**config.mk**
```make
export PLATFORM = sky130hd
export DESIGN_NAME = sfx_mixer_flat
export DESIGN_NICKNAME = d
export VERILOG_FILES = /design/src/rtl/sfx_mixer_if.sv /design/src/rtl/sfx_mixer.sv /design/src/flat_wrapper.sv
export SDC_FILE = /design/constraint.sdc
export NUM_CORES = 1
export LEC_CHECK = 0
export BUFFER_PORTS_ARGS = -buffer_cell sky130_fd_sc_hd__buf_2
export CELL_PAD_IN_SITES_DETAIL_PLACEMENT = 1
export CELL_PAD_IN_SITES_GLOBAL_PLACEMENT = 1
export CORE_UTILIZATION = 38
export CTS_BUF_LIST = sky130_fd_sc_hd__clkbuf_8
export CTS_CLUSTER_SIZE = 25
export DETAILED_ROUTE_END_ITERATION = 7
export PLACE_DENSITY = 0.78
export SYNTH_ARGS = -nofsm -noshare
export SYNTH_HDL_FRONTEND = slang
export SYNTH_SLANG_ARGS = --single-unit
```
**constraint.sdc**
```tcl
create_clock -name clk -period 5.7 [get_ports clk]
set_clock_uncertainty 0.15 [all_clocks]
set_input_delay 0.57 -clock clk [delete_from_list [all_inputs] [get_ports clk]]
set_output_delay 0.57 -clock clk [all_outputs]
set_load 0.02 [all_outputs]
```
**src/rtl/sfx_mixer_if.sv**
```systemverilog
// Mixer control / ROM / audio bus. The master drives requests and ROM data,
// and the mixer (slave) drives ROM addresses and the mixed audio.
interface sfx_mixer_if #(
    parameter int NUM_SFX = 3,
    parameter int W       = 16,
    parameter int AW      = 17
);
    logic                        sample_req;
    logic [NUM_SFX-1:0]          trigger;
    logic [NUM_SFX*AW-1:0]       sfx_len;
    logic                        mute;
    logic [1:0]                  bgm_shift;
    logic [(NUM_SFX+1)*AW-1:0]   rom_addr;
    logic [(NUM_SFX+1)*W-1:0]    rom_data;
    logic [W-1:0]                audio_output;
    logic                        audio_valid;
    logic [NUM_SFX-1:0]          busy;

    modport master (
        output sample_req, trigger, sfx_len, mute, bgm_shift, rom_data,
        input  rom_addr, audio_output, audio_valid, busy
    );

    modport slave (
        input  sample_req, trigger, sfx_len, mute, bgm_shift, rom_data,
        output rom_addr, audio_output, audio_valid, busy
    );
endinterface

```
**src/rtl/sfx_mixer.sv**
```systemverilog
// Background loop plus NUM_SFX one-shot voices, mixed with saturation.
// Each output sample takes two cycles: address phase, then ROM capture.
module sfx_mixer #(
    parameter int NUM_SFX = 3,
    parameter int W       = 16,
    parameter int AW      = 17,
    parameter int BGM_LEN = 120001
) (
    input logic       clk,
    input logic       reset,
    sfx_mixer_if.slave bus
);
    localparam int SW = W + 3;
    localparam logic [0:0] IDLE = 1'b0;
    localparam logic [0:0] PLAY = 1'b1;
    localparam logic [AW-1:0] ONE      = AW'(1);
    localparam logic [AW-1:0] BGM_LAST = AW'(BGM_LEN - 1);

    logic                          req_pend;
    logic                          accept;
    logic                          capture;
    logic [AW-1:0]                 bgm_addr;
    logic [NUM_SFX-1:0]            play;
    logic [NUM_SFX-1:0][AW-1:0]    vaddr;
    logic [NUM_SFX-1:0][W-1:0]     contrib;
    logic signed [W-1:0]           bgm_s;
    logic signed [SW-1:0]          sum;
    logic [W-1:0]                  mix;

    // A request blocks a new one during its capture cycle.
    assign accept  = bus.sample_req & ~req_pend;
    assign capture = req_pend;

    always_ff @(posedge clk) begin
        if (!reset) req_pend <= 1'b0;
        else        req_pend <= accept;
    end

    always_ff @(posedge clk) begin
        if (!reset)
            bgm_addr <= '0;
        else if (capture)
            bgm_addr <= (bgm_addr == BGM_LAST) ? '0 : bgm_addr + ONE;
    end

    for (genvar i = 0; i < NUM_SFX; i++) begin : g_voice
        logic [0:0]    state;
        logic [AW-1:0] addr;
        logic [AW-1:0] len_q;
        logic [AW-1:0] len_in;

        assign len_in = bus.sfx_len[i*AW +: AW];

        // Trigger wins over advance/end-of-clip so a retrigger restarts cleanly.
        always_ff @(posedge clk) begin
            if (!reset) begin
                state <= IDLE;
                addr  <= '0;
                len_q <= '0;
            end else if (bus.trigger[i] && len_in != '0) begin
                state <= PLAY;
                addr  <= '0;
                len_q <= len_in;
            end else if (capture && state == PLAY) begin
                if (addr == len_q - ONE) begin
                    state <= IDLE;
                    addr  <= '0;
                end else begin
                    addr <= addr + ONE;
                end
            end
        end

        assign play[i]    = (state == PLAY);
        assign vaddr[i]   = addr;
        assign contrib[i] = play[i] ? bus.rom_data[(i+1)*W +: W] : '0;
    end

    assign bus.rom_addr = {vaddr, bgm_addr};
    assign bus.busy     = play;

    always_comb begin
        bgm_s = $signed(bus.rom_data[W-1:0]) >>> bus.bgm_shift;
        sum   = bus.mute ? '0 : SW'(bgm_s);
        for (int i = 0; i < NUM_SFX; i++)
            sum = sum + SW'($signed(contrib[i]));
    end

    // Fits in W bits iff the top guard bits all agree with the sign bit.
    always_comb begin
        if (sum[SW-1:W-1] == '0 || sum[SW-1:W-1] == '1)
            mix = sum[W-1:0];
        else if (sum[SW-1])
            mix = {1'b1, {(W-1){1'b0}}};
        else
            mix = {1'b0, {(W-1){1'b1}}};
    end

    always_ff @(posedge clk) begin
        if (!reset) begin
            bus.audio_output <= '0;
            bus.audio_valid  <= 1'b0;
        end else begin
            bus.audio_valid <= capture;
            if (capture) bus.audio_output <= mix;
        end
    end
endmodule
```
**src/flat_wrapper.sv**
```systemverilog
// flat-port wrapper written by rule: the top's interface ports become plain ports
module sfx_mixer_flat 
#(
    parameter int NUM_SFX = 3,
    parameter int W       = 16,
    parameter int AW      = 17,
    parameter int BGM_LEN = 120001
)
  (clk, reset, bus_sample_req, bus_trigger, bus_sfx_len, bus_mute, bus_bgm_shift, bus_rom_data, bus_rom_addr, bus_audio_output, bus_audio_valid, bus_busy);
  sfx_mixer_if #(.NUM_SFX(NUM_SFX), .W(W), .AW(AW)) bus_i ();
  input logic clk;
  input logic reset;
  input wire logic [$bits(bus_i.sample_req)-1:0] bus_sample_req;
  input wire logic [$bits(bus_i.trigger)-1:0] bus_trigger;
  input wire logic [$bits(bus_i.sfx_len)-1:0] bus_sfx_len;
  input wire logic [$bits(bus_i.mute)-1:0] bus_mute;
  input wire logic [$bits(bus_i.bgm_shift)-1:0] bus_bgm_shift;
  input wire logic [$bits(bus_i.rom_data)-1:0] bus_rom_data;
  output wire logic [$bits(bus_i.rom_addr)-1:0] bus_rom_addr;
  output wire logic [$bits(bus_i.audio_output)-1:0] bus_audio_output;
  output wire logic [$bits(bus_i.audio_valid)-1:0] bus_audio_valid;
  output wire logic [$bits(bus_i.busy)-1:0] bus_busy;
  assign bus_i.sample_req = bus_sample_req;
  assign bus_i.trigger = bus_trigger;
  assign bus_i.sfx_len = bus_sfx_len;
  assign bus_i.mute = bus_mute;
  assign bus_i.bgm_shift = bus_bgm_shift;
  assign bus_i.rom_data = bus_rom_data;
  assign bus_rom_addr = bus_i.rom_addr;
  assign bus_audio_output = bus_i.audio_output;
  assign bus_audio_valid = bus_i.audio_valid;
  assign bus_busy = bus_i.busy;
  sfx_mixer #(.NUM_SFX(NUM_SFX), .W(W), .AW(AW), .BGM_LEN(BGM_LEN)) u_core (.clk(clk), .reset(reset), .bus(bus_i));
endmodule
```
# Word level (Yosys, flattened, before mapping)
# Index checks and enable logic that the tools add are counted.
[word_totals]
reg_bits = 140
output_inout_bits = 88
[op_classes]
add_sub_neg = 10
eq_ne = 5
shift = 1
n_mux = 19
bitwise = 3
n_reduce_logical = 23
[ops]
columns = ["op", "n"]
rows = [
  ["2-to-1 mux 16 bit", 5],
  ["adder 17 x 1 -> 17 bit, second input constant", 4],
  ["2-to-1 mux 17 bit", 4],
  ["adder 19 x 16 -> 19 bit", 3],
  ["== test 17 bit", 3],
  ["nonzero test 17 bit", 3],
  ["subtractor 17 x 1 -> 17 bit, second input constant", 3],
  ["2-to-1 mux 19 bit", 1],
  ["== test 17 bit, second input constant", 1],
  [">>> shifter 16 x 2 -> 16 bit", 1],
  ["nonzero test 2 bit", 6],
  ["2-to-1 mux 1 bit", 9],
  ["logical AND 1 bit", 6],
  ["AND reduction 2 bit", 3],
  ["OR reduction 2 bit", 3],
  ["== test 4 bit, second input constant", 1],
  ["zero test 4 bit", 1],
  ["inverter 1 bit", 2],
  ["AND 1 bit", 1],
  ["logical OR 1 bit", 1],
]

# Depth between registers and ports, before layout
[depth]
word_depth = 8
depth_mapped = 20

# Least setup slack after synthesis
# Ideal clock, no wire load.
[synth_timing]
kind = "input -> register"
from = "input bus_bgm_shift[0]"
to = "register u_core.bus.audio_output[0]"
arrival_time_ns = 5.702
required_ns = 5.491
slack_ns = -0.211
stages = 17
path_buffers = 3
path_cell_list = "clkbuf_1 -> buf_1 -> mux4_2 -> nor2b_1 -> fa_1 -> inv_1 -> fa_1 -> inv_1 -> ha_1 -> a2111o_1 -> o22ai_1 -> o21ai_0 -> o21ba_2 -> or4_1 -> a21oi_1 -> buf_2 -> a221o_1"
[synth_between]
elab_chain_len = 8
word_cells_on_any_way = 10
cone_classes = "add/sub (3); eq/ne (1); shift (1); mux (3); reduce/logical (2)"
[synth_lines]
columns = ["item", "line", "source"]
rows = [
  ["start, declared", "flat_wrapper.sv:17", "input wire logic [$bits(bus_i.bgm_shift)-1:0] bus_bgm_shift;"],
  [">>> shifter 16 x 2 -> 16 bit *", "sfx_mixer.sv:83", "bgm_s = $signed(bus.rom_data[W-1:0]) >>> bus.bgm_shift;"],
  ["2-to-1 mux 19 bit *", "sfx_mixer.sv:84", "sum = bus.mute ? '0 : SW'(bgm_s);"],
  ["adder 19 x 16 -> 19 bit * (3 in series)", "sfx_mixer.sv:86", "sum = sum + SW'($signed(contrib[i]));"],
  ["== test 4 bit / zero test 4 bit (equally long branches)", "sfx_mixer.sv:91", "if (sum[SW-1:W-1] == '0 || sum[SW-1:W-1] == '1)"],
  ["logical OR 1 bit", "sfx_mixer.sv:91", ""],
  ["2-to-1 mux 16 bit *", "sfx_mixer.sv:91", ""],
  ["end signal, assigned", "sfx_mixer.sv:105", "if (capture) bus.audio_output <= mix;"],
  ["end, declared", "sfx_mixer_if.sv:26", "output rom_addr, audio_output, audio_valid, busy"],
]
# Mark *: on every way between the ends. The rest lies on a longest branch, timed or not.
# A chain may end at the register's enable or synchronous reset.

# Worst setup path after layout
[layout_timing]
from = "input bus_bgm_shift[0]"
to = "register u_core.bus.audio_output[6]"
# The elaborated chain is that of the path after synthesis.

==> results.txt <==
----------------------------------------------------
[Route]
  Number of routed nets with antenna violations ... 0
  Sum of routed wire length over all layers ... 29.6 mm
  Vias post-DR ... 8,965
  Routed length per instance ... roughly 17 µm
  DRC violations left ... 0
  Drt pass-1 iters ... 4
  Drt first-iter violations ... 300
  Post-detailed-route via-to-cell ratio ... roughly 5.3

[Global routing]
  Global router's overall resource usage ... 0.224
  Overall overflow remaining after global route ... 0
  Maximum number of pins on one net before global-route repair ... 43
  Number of global-route vias before repair ... 9,369
  Initial antenna violation count ... 1
  Global-route wire length before repair ... 47.5 mm

[Final layout]
  Net total in the final layout ... ~1,500
  Highest-count cells in the layout ignoring fill and taps ... 211 x buf_2, 140 x dfxtp_1, 114 x nand2_1
  Most frequent standard cell in the layout excluding fill and tap cells ... buf_2
  Layout Utilization ... 0.461
  Layout Cell Area excl Fill ... around 12,000 µm²
  Area overhead of the layout relative to synthesis ... 18.2%
  Share of final-layout standard cells stronger than drive strength 1 ... 0.215

[Synthesis]
  Net Count, Synth ... 1,342
  Post-Synth Simple-Gate Area ... 0.249
  Compound-cell area share of the yosys netlist ... 0.121
  Dominant combinational cell family by area after synthesis ... simple AND/OR/NAND/NOR gates
  Number of flip-flops and latches in the synthesized netlist ... 140
  Mean Syn Cell Area ... between 8 and 9 µm²
  Async SR Flop Fraction ... 0
  Synthesized cell area ... 9910 µm²
  Synth unique cells ... 75
  Number of enable-type register cells in the synthesized netlist ... 0
  Post-Syn Instances ... between 1,000 and 1,500
  Portion of the post-synthesis area used by sequential elements ... 0.283
  Ys Warns ... 0
  Post-synthesis share of cell area spent on xor and xnor gates ... 0.124
  Multiplexer area fraction after synthesis ... 0.0722
  Top flip-flop cell by instance count after synthesis ... dfxtp_1
  Adder and majority gate portion of the synthesized area ... 0.0995

[Power]
  Standby leakage power ... ~5.1 nW
  Max VDD drop ... 0.164 mV
  Cell area power density ... 240 nW/µm²

[Clock tree]
  CTS root buffer ... clkbuf_8
  Count of clock tree sinks ... 140
  Clock Path Buffers ... 2
  TritonCTS clock tree ... built
  Register clock-pin slew on the reported worst setup and hold paths ... 0.08 ns
  CTS H-tree depth ... 4
  Post-CTS setup buffers ... 0
  Clock latency at the later pin of the worst-skew pair ... around 0.46 ns
  Number of clock buffers inserted by TritonCTS ... 17

[Worst setup path]
  Signal arrival time at the worst endpoint ... between 5 and 6 ns
  Launching point of the worst reg2reg path ... u_core.g_voice[0].state
  Critical Path Start Type ... input pin
  Critical Path End Type ... register
  Start point of the critical path ... bus_bgm_shift[0]
  Crit-path max FO ... 12
  WP data required ... 5.94 ns
  Reg2Reg Capture Point ... u_core.bus.audio_output[6]
  Minimum setup slack among reg-to-reg paths ... 0.49 ns
  R2R depth ... 16
  Termination of the worst setup path ... u_core.bus.audio_output[6]
  Crit Path Class ... in -> reg

[Place]
  I/O Buffers ... approximately 210
  Routability congestion estimate ... 0.900
  Area after DPL ... roughly 11,000 µm²
  Post-detail-place hpwl ... 23.7 mm

[Floorplanning]
  Chip width ... 164 µm
  Height of the chip ... about 160 µm
  Starting density of the core ... 0.390
  IO Pins ... 212
  Total die area ... 26,700 µm²
  Area of the core ... about 25,000 µm²
  Floorplan row count ... 58

[Run]
  Number of maximum-capacitance constraint violations ... 0

[Timing]
  WHS ... 0.183 ns
  Total of endpoints with negative setup slack in the final report ... 0
  Maximum clock frequency ... 0.186 GHz
  Max-slew violation total from the final report ... 0
  Shortest clock period the worst path allows after layout ... 5.37 ns
  Slew @ Worst Pin ... between 1 and 1.5 ns
  Unrepaired setup endpoints after global routing ... false
  Share of the clock period used by the worst path ... 0.943
  Number of hold-slack violations in the final timing report ... 0
  Max transition margin ... 0.279

[Min path]
  Type of the worst min-delay path ... in -> reg
  Hold wc startpoint ... bus_sample_req

[Status]
  Outcome ... complete, no violations

----------------------------------------------------
==> per-layer routing <==
metal  part of all wire  up-vias  track usage
li1                   -     4355            -
met1               0.44     4376        0.267
met2               0.50      186        0.399
met3              0.042       48       0.0434
met4              0.023        0       0.0783
met5                  0        -            0
==> logic make-up (layout without fill, tap and decap cells) <==
family	Yosys count	after routing
adders and majority gates	59	59
and+or+nand+nor	480	480
DFF	140	140
buffers and inverters	124	329
xor gates and xnor gates	140	140
AOI/OAI and AO/OA	160	160
muxes	56	56
other	0	1
==> sequential cells by signal, summed over array words and instances (netlist names) <==
name                     flops
u_core.g_voice.len_q        51
u_core.capture               1
u_core.bus.audio_valid       1
u_core.g_voice.state         3
u_core.bgm_addr             17
u_core.bus.audio_output     16
u_core.g_voice.addr         51
==> Yosys cell counts (17+ instances only) <==
| cell type | number | share of area |
|---|---|---|
| a21boi_0 | 28 | 0.021 |
| a21oi_1 | 22 | 0.011 |
| and2_1 | 42 | 0.027 |
| and3_1 | 17 | 0.011 |
| clkbuf_1 | 34 | 0.013 |
| dfxtp_1 | 140 | 0.28 |
| fa_1 | 33 | 0.067 |
| ha_1 | 26 | 0.033 |
| inv_1 | 74 | 0.028 |
| mux2i_1 | 40 | 0.040 |
| nand2_1 | 114 | 0.043 |
| nand3_1 | 35 | 0.018 |
| nand4_1 | 23 | 0.015 |
| nor2_1 | 113 | 0.043 |
| nor2b_1 | 53 | 0.033 |
| nor3_1 | 23 | 0.012 |
| o21ai_0 | 21 | 0.011 |
| xnor2_1 | 65 | 0.057 |
| xor2_1 | 75 | 0.066 |
==> worst min-delay path by stage <==
stage | cells after the start | to
2_1_floorplan | 2 | u_core.g_voice[1].len_q[16]
3_3_place_gp | 1 | u_core.bus.audio_output[9]
3_5_place_dp | 1 | u_core.bus.audio_output[5]
4_1_cts | 2 | u_core.capture
5_1_grt | 2 | u_core.capture
6_report | 2 | u_core.capture
==> through the flow <==
step / power (mW) / setup WS, ns / TNS [ns] / cells
2_1_floorplan: 1.64 / 0.158 / 0 / 1159
3_3_place_gp: 1.86 / 0.167 / 0 / 1662
3_5_place_dp: 1.89 / -0.273 / -3.33 / 1662
4_1_cts: 2.84 / 0.222 / 0 / 1694
5_1_grt: 2.98 / 0.0398 / 0 / 1695
6_report: 2.82 / 0.327 / 0 / 1695
==> final cells by class <==
| type | count | area [µm²] |
|---|---|---|
| clock buffer | 17 | 234 |
| fill | 3132 | 13700 |
| sequential | 140 | 2800 |
| clock inverter | 15 | 220 |
| multi-input combinational | 895 | 6620 |
| antenna | 1 | 2.50 |
| tap | 330 | 413 |
| inverter | 74 | 278 |
| timing repair buffer | 223 | 1150 |
==> power breakdown <==
group / switching (mW) / leakage, nW / internal, mW / total (mW)
Sequential: 0.0535 / 1.14 / 1.02 / 1.07
Combinational: 0.458 / 3.78 / 0.339 / 0.797
Clock: 0.423 / 0.226 / 0.521 / 0.944
==> critical path: stages <==
cell	delay, ns
buf_2	0.12
mux4_2	0.51
nor2b_1	0.17
fa_1	0.55
inv_1	0.06
fa_1	0.55
inv_1	0.05
ha_1	0.24
fa_1	0.43
a211oi_1	0.35
o211ai_1	0.19
a2111oi_0	0.51
o21bai_1	0.20
xnor2_1	0.18
or4_1	0.41
a21oi_1	0.16
buf_4	0.20
a221o_1	0.16
==> repair_timing <==
item / 4_1_cts / 5_1_grt
hold buffers: 0 / 0
endpoints found under the setup margin: 0 / 13
resized for setup: 0 / 1
Power figures use the tool's default switching activity.
